## config.mk

```make
export PLATFORM = sky130hd
export DESIGN_NAME = mem_bus_arbiter
export DESIGN_NICKNAME = d
export VERILOG_FILES = /design/src/rtl/mem_bus_arbiter_pkg.sv /design/src/rtl/mem_bus_arbiter_timer.sv /design/src/rtl/mem_bus_arbiter.sv
export SDC_FILE = /design/constraint.sdc
export NUM_CORES = 1
export LEC_CHECK = 0
export CAP_MARGIN = 20
export CELL_PAD_IN_SITES_DETAIL_PLACEMENT = 0
export CELL_PAD_IN_SITES_GLOBAL_PLACEMENT = 1
export CORE_MARGIN = 2
export CORE_UTILIZATION = 35
export DETAILED_ROUTE_END_ITERATION = 8
export GPL_ROUTABILITY_DRIVEN = 0
export HOLD_SLACK_MARGIN = 0.05
export PLACE_DENSITY = 0.95
export SLEW_MARGIN = 30
export SYNTH_ARGS = -nofsm -noshare
export SYNTH_HDL_FRONTEND = slang
export SYNTH_SLANG_ARGS = --single-unit
```

## constraint.sdc

```tcl
create_clock -name clk -period 2.8 [get_ports clk]
set_input_delay 0.56 -clock clk [delete_from_list [all_inputs] [get_ports clk]]
set_output_delay 0.56 -clock clk [all_outputs]
set_load 0.01 [all_outputs]
```

## src/rtl/mem_bus_arbiter_pkg.sv

```systemverilog
// Shared types for the instruction/data memory bus arbiter.
package arb_pkg;

    typedef enum logic [2:0] {IDLE, FETCH, DREAD, DWRITE, DONE} arb_state_t;
    typedef enum logic [1:0] {G_NONE, G_INSTR, G_DATA} grant_t;

    localparam int unsigned DEFAULT_TIMEOUT = 16;

    function automatic int unsigned wait_width(input int unsigned timeout);
        return $clog2(timeout + 1);
    endfunction

    localparam int unsigned WAIT_W = $clog2(DEFAULT_TIMEOUT + 1);

endpackage

```

## src/rtl/mem_bus_arbiter_timer.sv

```systemverilog
// Saturating bus wait counter: clear/enable with started and timeout flags.
module bus_wait_timer
    import arb_pkg::*;
#(
    parameter int unsigned TIMEOUT = DEFAULT_TIMEOUT
) (
    input  logic clk,
    input  logic nrst,
    input  logic clr,
    input  logic en,
    output logic started,
    output logic expired
);

    localparam int unsigned CntW = wait_width(TIMEOUT);
    localparam logic [CntW-1:0] Limit = CntW'(TIMEOUT);

    logic [CntW-1:0] cnt_q;

    always_ff @(posedge clk or negedge nrst) begin
        if (!nrst) begin
            cnt_q <= '0;
        end else if (clr) begin
            cnt_q <= '0;
        end else if (en && (cnt_q != Limit)) begin
            cnt_q <= cnt_q + 1'b1;
        end
    end

    assign started = (cnt_q != '0);
    assign expired = (cnt_q == Limit);

endmodule

```

## src/rtl/mem_bus_arbiter.sv

```systemverilog
// Single-port memory bus arbiter: data accesses win over fetch, one access in flight.
module mem_bus_arbiter
    import arb_pkg::*;
#(
    parameter int unsigned ADDR_W  = 32,
    parameter int unsigned DATA_W  = 32,
    parameter int unsigned TIMEOUT = DEFAULT_TIMEOUT
) (
    input  logic              clk,
    input  logic              nrst,
    input  logic              i_req,
    input  logic [ADDR_W-1:0] i_addr,
    output logic [DATA_W-1:0] i_rdata,
    output logic              i_ack,
    input  logic              d_rd_req,
    input  logic              d_wr_req,
    input  logic [ADDR_W-1:0] d_addr,
    input  logic [DATA_W-1:0] d_wdata,
    output logic [DATA_W-1:0] d_rdata,
    output logic              d_ack,
    output logic              bus_err,
    output logic              cpu_stall,
    output logic              mem_read,
    output logic              mem_write,
    output logic [ADDR_W-1:0] mem_addr,
    output logic [DATA_W-1:0] mem_wdata,
    input  logic [DATA_W-1:0] mem_rdata,
    input  logic              mem_busy
);

    arb_state_t state_q;
    grant_t     grant;
    logic       timer_clr;
    logic       started;
    logic       expired;
    logic       finish;

    always_comb begin
        grant = G_NONE;
        if (d_wr_req || d_rd_req) begin
            grant = G_DATA;
        end else if (i_req) begin
            grant = G_INSTR;
        end
    end

    assign timer_clr = (state_q == IDLE) || (state_q == DONE);
    // The first bus cycle never completes; after that busy-low or timeout ends it.
    assign finish    = (started && !mem_busy) || expired;

    bus_wait_timer #(
        .TIMEOUT (TIMEOUT)
    ) u_timer (
        .clk     (clk),
        .nrst    (nrst),
        .clr     (timer_clr),
        .en      (!timer_clr),
        .started (started),
        .expired (expired)
    );

    always_ff @(posedge clk or negedge nrst) begin
        if (!nrst) begin
            state_q   <= IDLE;
            i_rdata   <= '0;
            i_ack     <= 1'b0;
            d_rdata   <= '0;
            d_ack     <= 1'b0;
            bus_err   <= 1'b0;
            mem_read  <= 1'b0;
            mem_write <= 1'b0;
            mem_addr  <= '0;
            mem_wdata <= '0;
        end else begin
            case (state_q)
                IDLE: begin
                    case (grant)
                        G_DATA: begin
                            mem_addr <= d_addr;
                            if (d_wr_req) begin
                                mem_write <= 1'b1;
                                mem_wdata <= d_wdata;
                                state_q   <= DWRITE;
                            end else begin
                                mem_read <= 1'b1;
                                state_q  <= DREAD;
                            end
                        end
                        G_INSTR: begin
                            mem_addr <= i_addr;
                            mem_read <= 1'b1;
                            state_q  <= FETCH;
                        end
                        default: ;
                    endcase
                end
                FETCH, DREAD, DWRITE: begin
                    if (finish) begin
                        mem_read  <= 1'b0;
                        mem_write <= 1'b0;
                        bus_err   <= mem_busy;
                        state_q   <= DONE;
                        // A timed-out read returns zero rather than stale bus data.
                        if (state_q == FETCH) begin
                            i_ack   <= 1'b1;
                            i_rdata <= mem_busy ? '0 : mem_rdata;
                        end else begin
                            d_ack <= 1'b1;
                            if (state_q == DREAD) begin
                                d_rdata <= mem_busy ? '0 : mem_rdata;
                            end
                        end
                    end
                end
                DONE: begin
                    i_ack   <= 1'b0;
                    d_ack   <= 1'b0;
                    bus_err <= 1'b0;
                    state_q <= IDLE;
                end
                default: state_q <= IDLE;
            endcase
        end
    end

    assign cpu_stall = (i_req | d_rd_req | d_wr_req) & ~(i_ack | d_ack);

endmodule

```

==> results.sh <==
export IMPL_clk_path_buf_depth=2
export IMPL_drt_wl_total_mm=16.0
export IMPL_antennaDiodeCount=0
export IMPL_wl_per_cell_um=16.8
export IMPL_tightestPinTransition_ps=516
export IMPL_synth_area_um2=5910
export IMPL_reg2reg_to="i_rdata[11]"
export IMPL_cts_root_buffer="clkbuf_16"
export IMPL_period_share=0.888
export IMPL_worstSetupEndpointType="primary output"
export IMPL_vdd_drop_max_mv=0.585
export IMPL_leakage_nw=3.96
export IMPL_clock_skew_ps=9.55
export IMPL_crit_fanout=6
export IMPL_yosysSeqAreaShare=0.597
export IMPL_ys_warn_count=0
export IMPL_drtIter0Drc=104
export IMPL_r2r_cells=7
export IMPL_rsz0062_at_grt="no"
export IMPL_antenna_left=0
export IMPL_vias=4428
export IMPL_drive_gt1_frac=0.151
export IMPL_hpwlAfterDp_mm=11.8
export IMPL_power_density_nw_per_um2=1050
export IMPL_dp_cells=916
export IMPL_area_delta_synth_final_pct=59.4
export IMPL_synth_edff_count=0
export IMPL_combPwrFrac=0.438
export IMPL_synth_cells=443
export IMPL_hold_path_class="reg2reg"
export IMPL_net_switching_power_mw=3.22
export IMPL_hold_start="d_rdata[28]"
export IMPL_synth_most_common_cell="dfrtp_1"
export IMPL_start_util=0.358
export IMPL_drc_errors=0
export IMPL_synth_common_cells="141 x dfrtp_1, 61 x mux2_2, 38 x nor2_1"
export IMPL_outcome="finished clean"
export IMPL_num_rows=47
export IMPL_maxClockFrequency_ghz=0.402
export IMPL_fin_nets=852
export IMPL_cp_arrival_ps=1930
export IMPL_first_global_vias=4846
export IMPL_fp_dieArea_um2=18000
export IMPL_syn_area_per_cell_um2=13.3
export IMPL_worstPathCellList="clkdlybuf4s50_1 > nor3_1 > nor3_1 > clkdlybuf4s50_1"
export IMPL_yosysTopAreaCellShare=0.597
export IMPL_antenna_found_initial=0
export IMPL_slowest_delay_ps=580
export IMPL_grt_pass1_wl_mm=25.1
export IMPL_p_sw_frac=0.326
export IMPL_hold_viol=0
export IMPL_cp_slowest_cell="clkdlybuf4s50_1"
export IMPL_ys_ff_latch=141
export IMPL_nFillCells=1334
export IMPL_boundaryPins=268
export IMPL_design_core_area_um2=16500
export IMPL_grt_max_degree=69
export IMPL_critPathKind="in2out"
export IMPL_htree_num_levels=4
export IMPL_netlist_top_cells_area="dfrtp_1 60%, mux2_2 12%, mux2_1 6.7%, mux2i_1 5.4%, nor2b_1 3.4%"
export IMPL_via_per_inst=4.67
export IMPL_dr_pass1_iters=4
export IMPL_final_cells=949
export IMPL_die_w_um=134
export IMPL_internal_power_mw=6.66
export IMPL_syn_nets=579
export IMPL_yosys_most_used_dff="dfrtp_1"
export IMPL_cts_sinks=141
export IMPL_pre_cts_slack_ps=311
export IMPL_clkPwrFrac=0.207
export IMPL_p_total_mw=9.88
export IMPL_finalMaxSlewViolations=0
export IMPL_cts_clk_slew_worst_paths_ps=50
export IMPL_cts_tree="done"
export IMPL_synth_largest_area_cell="dfrtp_1"
export IMPL_overflow=0
export IMPL_p_seq_frac=0.355
export IMPL_grtUsageTotal=0.182
export IMPL_finalSetupTns_ps=0
export IMPL_dieHeight_um=134
export IMPL_port_buffers=267
export IMPL_cp_required_ps=2240
export IMPL_setup_slack_ps=314
export IMPL_synth_cell_types=30
export IMPL_maxCapViolations=0
export IMPL_cts_buffers=17
export IMPL_slew_headroom=0.656
export IMPL_r2r_slack_ps=760
export IMPL_fin_crit_ps=2490
export IMPL_synthArstFlopShare=1.00
export IMPL_post_cts_buffers=0
export IMPL_rr_startpoint="u_timer.cnt_q[0]"
export IMPL_whs_path_depth=1
export IMPL_cp_start_kind="input port"
export IMPL_clock_latency_ps=420
export IMPL_finalSetupViolations=0
export IMPL_hold_end="d_rdata[28]"
==> logic make-up after synthesis <==
| group | count (synthesis) | share of synthesized area |
|---|---|---|
| flip-flops | 141 | 0.597 |
| multiplexers | 128 | 0.237 |
| AND/OR/NAND/NOR | 93 | 0.0870 |
| AO/OA/AOI/OAI | 45 | 0.0430 |
| buffers and inverters | 30 | 0.0262 |
| XOR/XNOR | 4 | 0.00593 |
| adder cells (fa/ha/maj) | 2 | 0.00423 |
==> registers in the layout, indices dropped and copies added (netlist names), 3 cells and up <==
register and flops:
i_rdata 32, d_rdata 32, u_timer.cnt_q 5, state_q 3
mem_addr 32, mem_wdata 32
==> worst max-delay path: cells and delay by family <==
kind,cells,cell delay (ps)
buf+inv,2,1140
simple gates,2,220
==> worst max-delay path by stage <==
stage,cells after the start,startpoint,slack [ps],endpoint
global placement,4,d_wr_req,310,cpu_stall
CTS,4,d_wr_req,320,cpu_stall
detailed placement,4,d_wr_req,310,cpu_stall
floorplan,7,u_timer.cnt_q[0],970,i_rdata[0]
global route,4,d_wr_req,270,cpu_stall
finish,4,d_wr_req,310,cpu_stall
==> cell usage in the layout (no fill, tap or decap), drive strengths merged, types with 3 or more instances in the layout <==
cell	instances
a21oi	35
buf	10
clkbuf	19
clkdlybuf4s50	266
clkinv	6
clkinvlp	5
dfrtp	141
inv	9
mux2	96
mux2i	32
nand2	6
nand3	6
nor2	39
nor2b	32
nor3	3
o21ai	5
xor2	3
==> power groups by stage <==
| stage | sequential, mW | clock, mW | combinational, mW |
|---|---|---|---|
| finish | 3.51 | 2.05 | 4.33 |
| global route | 3.63 | 2.22 | 4.62 |
| CTS | 3.52 | 2.11 | 4.39 |
| detailed placement | 3.53 | 0 | 4.37 |
| global placement | 3.46 | 0 | 4.24 |
| floorplan | 3.88 | 0 | 1.52 |
==> layer usage <==
metal	global-route usage	routed length [um]	part of all wire
met3	0.0552	951	0.060
met1	0.196	5910	0.37
met2	0.325	8670	0.54
met4	0.0851	425	0.027
met5	0	0	0
==> what timing repair did <==
action                    in CTS  in global routing
hold buffers                   1                  0
hold endpoints to repair      32                  0
resized for setup              0                  0
==> stage by stage <==
step	utilization	hold WS [ps]	cell area, um^2
floorplan	-	264	5910
global placement	0.537	464	8870
detailed placement	0.537	469	8870
CTS	0.570	494	9420
global route	0.570	512	9420
finish	0.570	492	9420
==> layout make-up <==
type	count	area, um^2	share of cell area
well taps	220	275	0.0292
clock inverters	13	92.6	0.00982
inverters	7	26.3	0.00279
multi-input cells	272	2230	0.237
repair buffers	277	2810	0.299
flip-flops and latches	141	3530	0.374
clock buffers	19	453	0.0481
(Power assumes the default switching activity.)
